===== config.mk =====
export PLATFORM = sky130hd
export DESIGN_NAME = i_type_alu
export DESIGN_NICKNAME = d
export VERILOG_FILES = /design/src/rtl/i_type_alu.sv
export SDC_FILE = /design/constraint.sdc
export NUM_CORES = 1
export LEC_CHECK = 0
export CAP_MARGIN = 40
export CORE_ASPECT_RATIO = 1.2
export CORE_MARGIN = 2
export CORE_UTILIZATION = 60
export CTS_CLUSTER_SIZE = 14
export DETAILED_ROUTE_END_ITERATION = 6
export HOLD_SLACK_MARGIN = 0.02
export PLACE_DENSITY = 0.87
export SLEW_MARGIN = 20
export SYNTH_ARGS = -nofsm -noshare
export SYNTH_HDL_FRONTEND = slang
export SYNTH_SLANG_ARGS = --single-unit
export TNS_END_PERCENT = 30

===== constraint.sdc =====
create_clock -name clk -period 3.8 [get_ports clk]
set_clock_uncertainty 0.2 [all_clocks]
set_input_delay 0.95 -clock clk [delete_from_list [all_inputs] [get_ports clk]]
set_output_delay 0.95 -clock clk [all_outputs]
set_load 0.03 [all_outputs]

===== src/rtl/i_type_alu.sv =====
// Single-cycle RV32I register-immediate ALU with a registered result.
// Only funct3 and instr[30] steer the operation; every other instruction field is ignored.
module i_type_alu (
    input  logic               clk,
    input  logic               rst_n,
    input  logic        [31:0] instr,
    input  logic signed [31:0] in1,
    input  logic signed [31:0] imm,
    input  logic               in_valid,
    output logic signed [31:0] out,
    output logic               out_valid
);

    typedef enum logic [3:0] {
        OP_ADD,
        OP_SLT,
        OP_SLTU,
        OP_XOR,
        OP_OR,
        OP_AND,
        OP_SLL,
        OP_SRL,
        OP_SRA
    } op_t;

    logic        [2:0]  funct3;
    logic               shift_arith;
    logic        [4:0]  shamt;
    op_t                op;
    logic signed [31:0] result;
    logic               unused_instr_bits;

    assign funct3      = instr[14:12];
    assign shift_arith = instr[30];
    assign shamt       = imm[4:0];

    // Opcode, rd, rs1 and the remaining funct7 bits are deliberately not decoded.
    assign unused_instr_bits = ^{instr[31], instr[29:15], instr[11:0]};

    always_comb begin
        op = OP_ADD;
        case (funct3)
            3'b000:  op = OP_ADD;
            3'b010:  op = OP_SLT;
            3'b011:  op = OP_SLTU;
            3'b100:  op = OP_XOR;
            3'b110:  op = OP_OR;
            3'b111:  op = OP_AND;
            3'b001:  op = OP_SLL;
            3'b101:  op = shift_arith ? OP_SRA : OP_SRL;
            default: op = OP_ADD;
        endcase
    end

    // Compare results are zero-extended to a full word (0 or 1).
    always_comb begin
        result = '0;
        case (op)
            OP_ADD:  result = in1 + imm;
            OP_SLT:  result = {31'd0, (in1 < imm)};
            OP_SLTU: result = {31'd0, ($unsigned(in1) < $unsigned(imm))};
            OP_XOR:  result = in1 ^ imm;
            OP_OR:   result = in1 | imm;
            OP_AND:  result = in1 & imm;
            OP_SLL:  result = in1 << shamt;
            OP_SRL:  result = in1 >> shamt;
            OP_SRA:  result = in1 >>> shamt;
            default: result = '0;
        endcase
    end

    always_ff @(posedge clk or negedge rst_n) begin
        if (!rst_n) begin
            out       <= '0;
            out_valid <= 1'b0;
        end else begin
            out_valid <= in_valid;
            if (in_valid) begin
                out <= result;
            end
        end
    end

endmodule


==> run_results.csv <==
group,metric,value,unit
outcome,outcome,"finished, violations left",
outcome,violations,"negative setup slack",
global_routing,grt_max_degree,77,
synthesis,muxShareOfSynthArea,0.190,
job,max_cap_violations,0,
final_layout,n_fill_cell,1081,
floorplan,coreArea,0.0145,sq mm
final_layout,syn_to_final_growth,29.4,%
floorplan,rows,48,
worst_hold_path,holdPathEnd,"out[13]$_DFFE_PN0P_",
drt,dr.pass1.iters,7,
synthesis,synthAdderAreaFrac,0.138,
cts,root_buffer,"clkbuf_16",
global_routing,grt_pass1_wl,58600,microns
synthesis,yosys_warnings,0,
floorplan,dieArea,0.0160,sq mm
synthesis,synth_compound_area_frac,0.292,
synthesis,ys_ff_latch,33,
synthesis,synth_edf_count,0,
synthesis,synthSimpleGateAreaFrac,0.171,
drt,via_per_inst,6.81,
sta,drv_slew,0,
worst_setup_path,reg2reg_to,"out[31]$_DFFE_PN0P_",
final_layout,nets,1647,
sta,hold_violations,0,
cts,post-cts-setup-buffers,0,
synthesis,synth_top_family_by_area,"compound AO/OA/AOI/OAI gates",
synthesis,synthXorXnorAreaFrac,0.0254,
drt,postRouteAntennaNets,0,
drt,via_count,11300,
sta,tightest_slew,0.792,ns
worst_hold_path,hold_path.class,"reg -> reg",
final_layout,drive_gt1_frac,0.212,
power,peakVddDrop,0.000155,V
final_layout,postLayoutCellArea,0.0116,sq mm
sta,period_needed,3.84,ns
cts,clock_latency,0.29,ns
synthesis,async_flop_share,1.00,
worst_setup_path,r2r_cells,4,
sta,max_freq,260,MHz
worst_setup_path,worst-setup-path-type,"in -> reg",
floorplan,die_h,138,microns
synthesis,yosysUniqueCellTypes,73,
floorplan,io_pins,132,
sta,final.period_utilization,1.01,
synthesis,avgSynthCellArea,7.35,sq um
drt,routed_wire_length_per_instance,23.6,microns
sta,maxSlewHeadroom,0.470,
synthesis,synth_fp_nets,1417,
cts,htreeDepth,2,
worst_hold_path,hold_depth,1,
worst_setup_path,worst_ep_required_time,3.82,ns
global_routing,grt_usage,0.487,
cts,cts_buffers,5,
sta,timing.hold.ws,0.274,ns
cts,tritoncts,"done",
sta,fin_ws,-0.0445,ns
synthesis,ys_seq_area_frac,0.0921,
sta,rsz0062_at_grt,"true",
place,dpl-instance-area,0.0114,sq mm
drt,drc_errors,0,
drt,drt-total-wl,39000,microns
place,dp_hpwl,30200,microns
cts,clockBufferDepth,2,
place,io_buffers,103,
cts,ctsHoldBuffers,0,
worst_setup_path,r2r_start,"out[31]$_DFFE_PN0P_",
floorplan,die_w,116,microns
cts,clk_pin_slew,0.07,ns
global_routing,grt_pass1_vias,10300,
synthesis,ys.flop_type,"dfrtp_1",
global_routing,gr-total-overflow,0,
floorplan,initial_core_util,0.617,
place,routabilityCongestion,1.10,
synthesis,netlist_instances,1220,
worst_setup_path,critPathArrivalTime,3.86,ns
cts,clock-sinks,33,
power,powerDensity,227,mW/mm^2
global_routing,antenna_found_initial,1,
worst_setup_path,critical_path.endpoint_type,"register",
worst_hold_path,worstHoldStart,"out[13]$_DFFE_PN0P_",
power,power,2.64,mW
drt,drt_iter0_markers,1904,
worst_setup_path,cp-start-kind,"primary input",
sta,finalSetupViolCount,2,
power,p_leak,5.31,nW
synthesis,synth_area,0.00897,sq mm
worst_setup_path,reg2reg_slack,2.28,ns
worst_setup_path,critPathMaxFanout,3,
layout make-up:
type	instances	area, sq um	area share
diodes	1	2.50	0.000215
clock buffers	5	125	0.0108
clock inverters	3	17.5	0.00151
well taps	200	250	0.0215
flip-flops and latches	33	826	0.0711
inverters	82	308	0.0265
repair buffers	322	2710	0.234
multi-input cells	1006	7370	0.635
stage by stage:
stage	util	setup slack, ns	TNS, ns	cells
finish	0.799	-0.0445	-0.0583	1652
CTS	0.796	0.00114	0	1651
detailed placement	0.785	-0.413	-3.92	1643
global placement	0.784	-0.316	-2.86	1642
floorplan	-	0.0265	0	1220
global route	0.799	-0.0704	-0.255	1651
cells by family (layout without fill, tap and decap cells):
logic type                 Yosys count  count (layout)
xor gates and xnor gates            26              26
DFF                                 33              33
and+or+nand+nor                    351             351
adders and majority gates           98              98
muxes                              132             132
buffers and inverters              181             412
other                                0               1
AOI/OAI and AO/OA                  399             399
synthesized netlist by cell type, types with 24 or more instances:
library cell	number	area (sq um)
nor2_1	131	492
nand2_1	124	465
a21oi_1	110	551
ha_1	97	1210
inv_1	81	304
mux2i_1	80	801
o21ai_0	77	385
clkbuf_1	56	210
dfrtp_1	33	826
mux4_2	28	631
o211ai_1	27	203
mux2_2	24	270
layout by cell type (no fill, tap or decap), types with 9 or more instances in the layout:
master	netlist	routed
a211oi_1	15	14
a21o_1	19	19
a21oi_1	110	110
a221oi_1	12	11
a22oi_1	11	11
a31oi_1	18	18
buf_4	8	215
clkdlybuf4s50_1	0	96
dfrtp_1	33	33
ha_1	97	97
inv_1	81	80
mux2_2	24	24
mux2i_1	80	80
mux4_2	28	28
nand2_1	124	124
nand3_1	12	12
nand4_1	10	10
nor2_1	131	131
nor2b_1	9	9
nor3_1	20	19
o211ai_1	27	27
o21a_1	10	10
o21ai_0	77	75
o21ai_1	7	9
o221ai_1	9	9
o22ai_1	12	12
or3_1	10	10
xnor2_1	14	13
xor2_1	12	12
critical path, cell delays in order:
cell and delay (ns):
clkdlybuf4s50_1 0.43, ha_1 0.26, fa_1 0.40, a21o_1 0.20, a21boi_2 0.21, o2111ai_2 0.25, a311o_1 0.41, a31oi_1 0.23
xnor2_1 0.22, a21oi_1 0.12, a21oi_1 0.18
what timing repair did:
action,CTS,global route
gates resized for setup,5,9
setup endpoints to repair,6,11
pin swaps,0,1
state kept, by name, indices dropped and copies added, names as in the netlist:
signal / flops
out: 32
out_valid: 1
layer usage:
layer  vias up  GRT usage  share of wire
met5         -          0        0.00054
met3       241      0.122           0.14
li1       4926          -              -
met1      5133      0.630           0.36
met4         2      0.243          0.068
met2       951      0.753           0.43
how the worst max path moves through the flow:
stage	start	end	slack (ns)	cells after the start
after floorplan	imm[2]	out[26]$_DFFE_PN0P_	0.03	13
after global placement	in1[1]	out[13]$_DFFE_PN0P_	-0.32	12
after detailed placement	in1[1]	out[13]$_DFFE_PN0P_	-0.41	12
after CTS	in1[1]	out[31]$_DFFE_PN0P_	0.001	13
after global routing	in1[9]	out[28]$_DFFE_PN0P_	-0.07	12
final	in1[0]	out[26]$_DFFE_PN0P_	-0.04	11
power breakdown:
| part | switching [mW] | total [mW] | internal [mW] |
|---|---|---|---|
| combinational | 1.01 | 1.76 | 0.757 |
| clock | 0.201 | 0.443 | 0.242 |
| sequential | 0.0328 | 0.433 | 0.400 |
| total | 1.24 | 2.64 | 1.40 |
(Power assumes the default switching activity.)
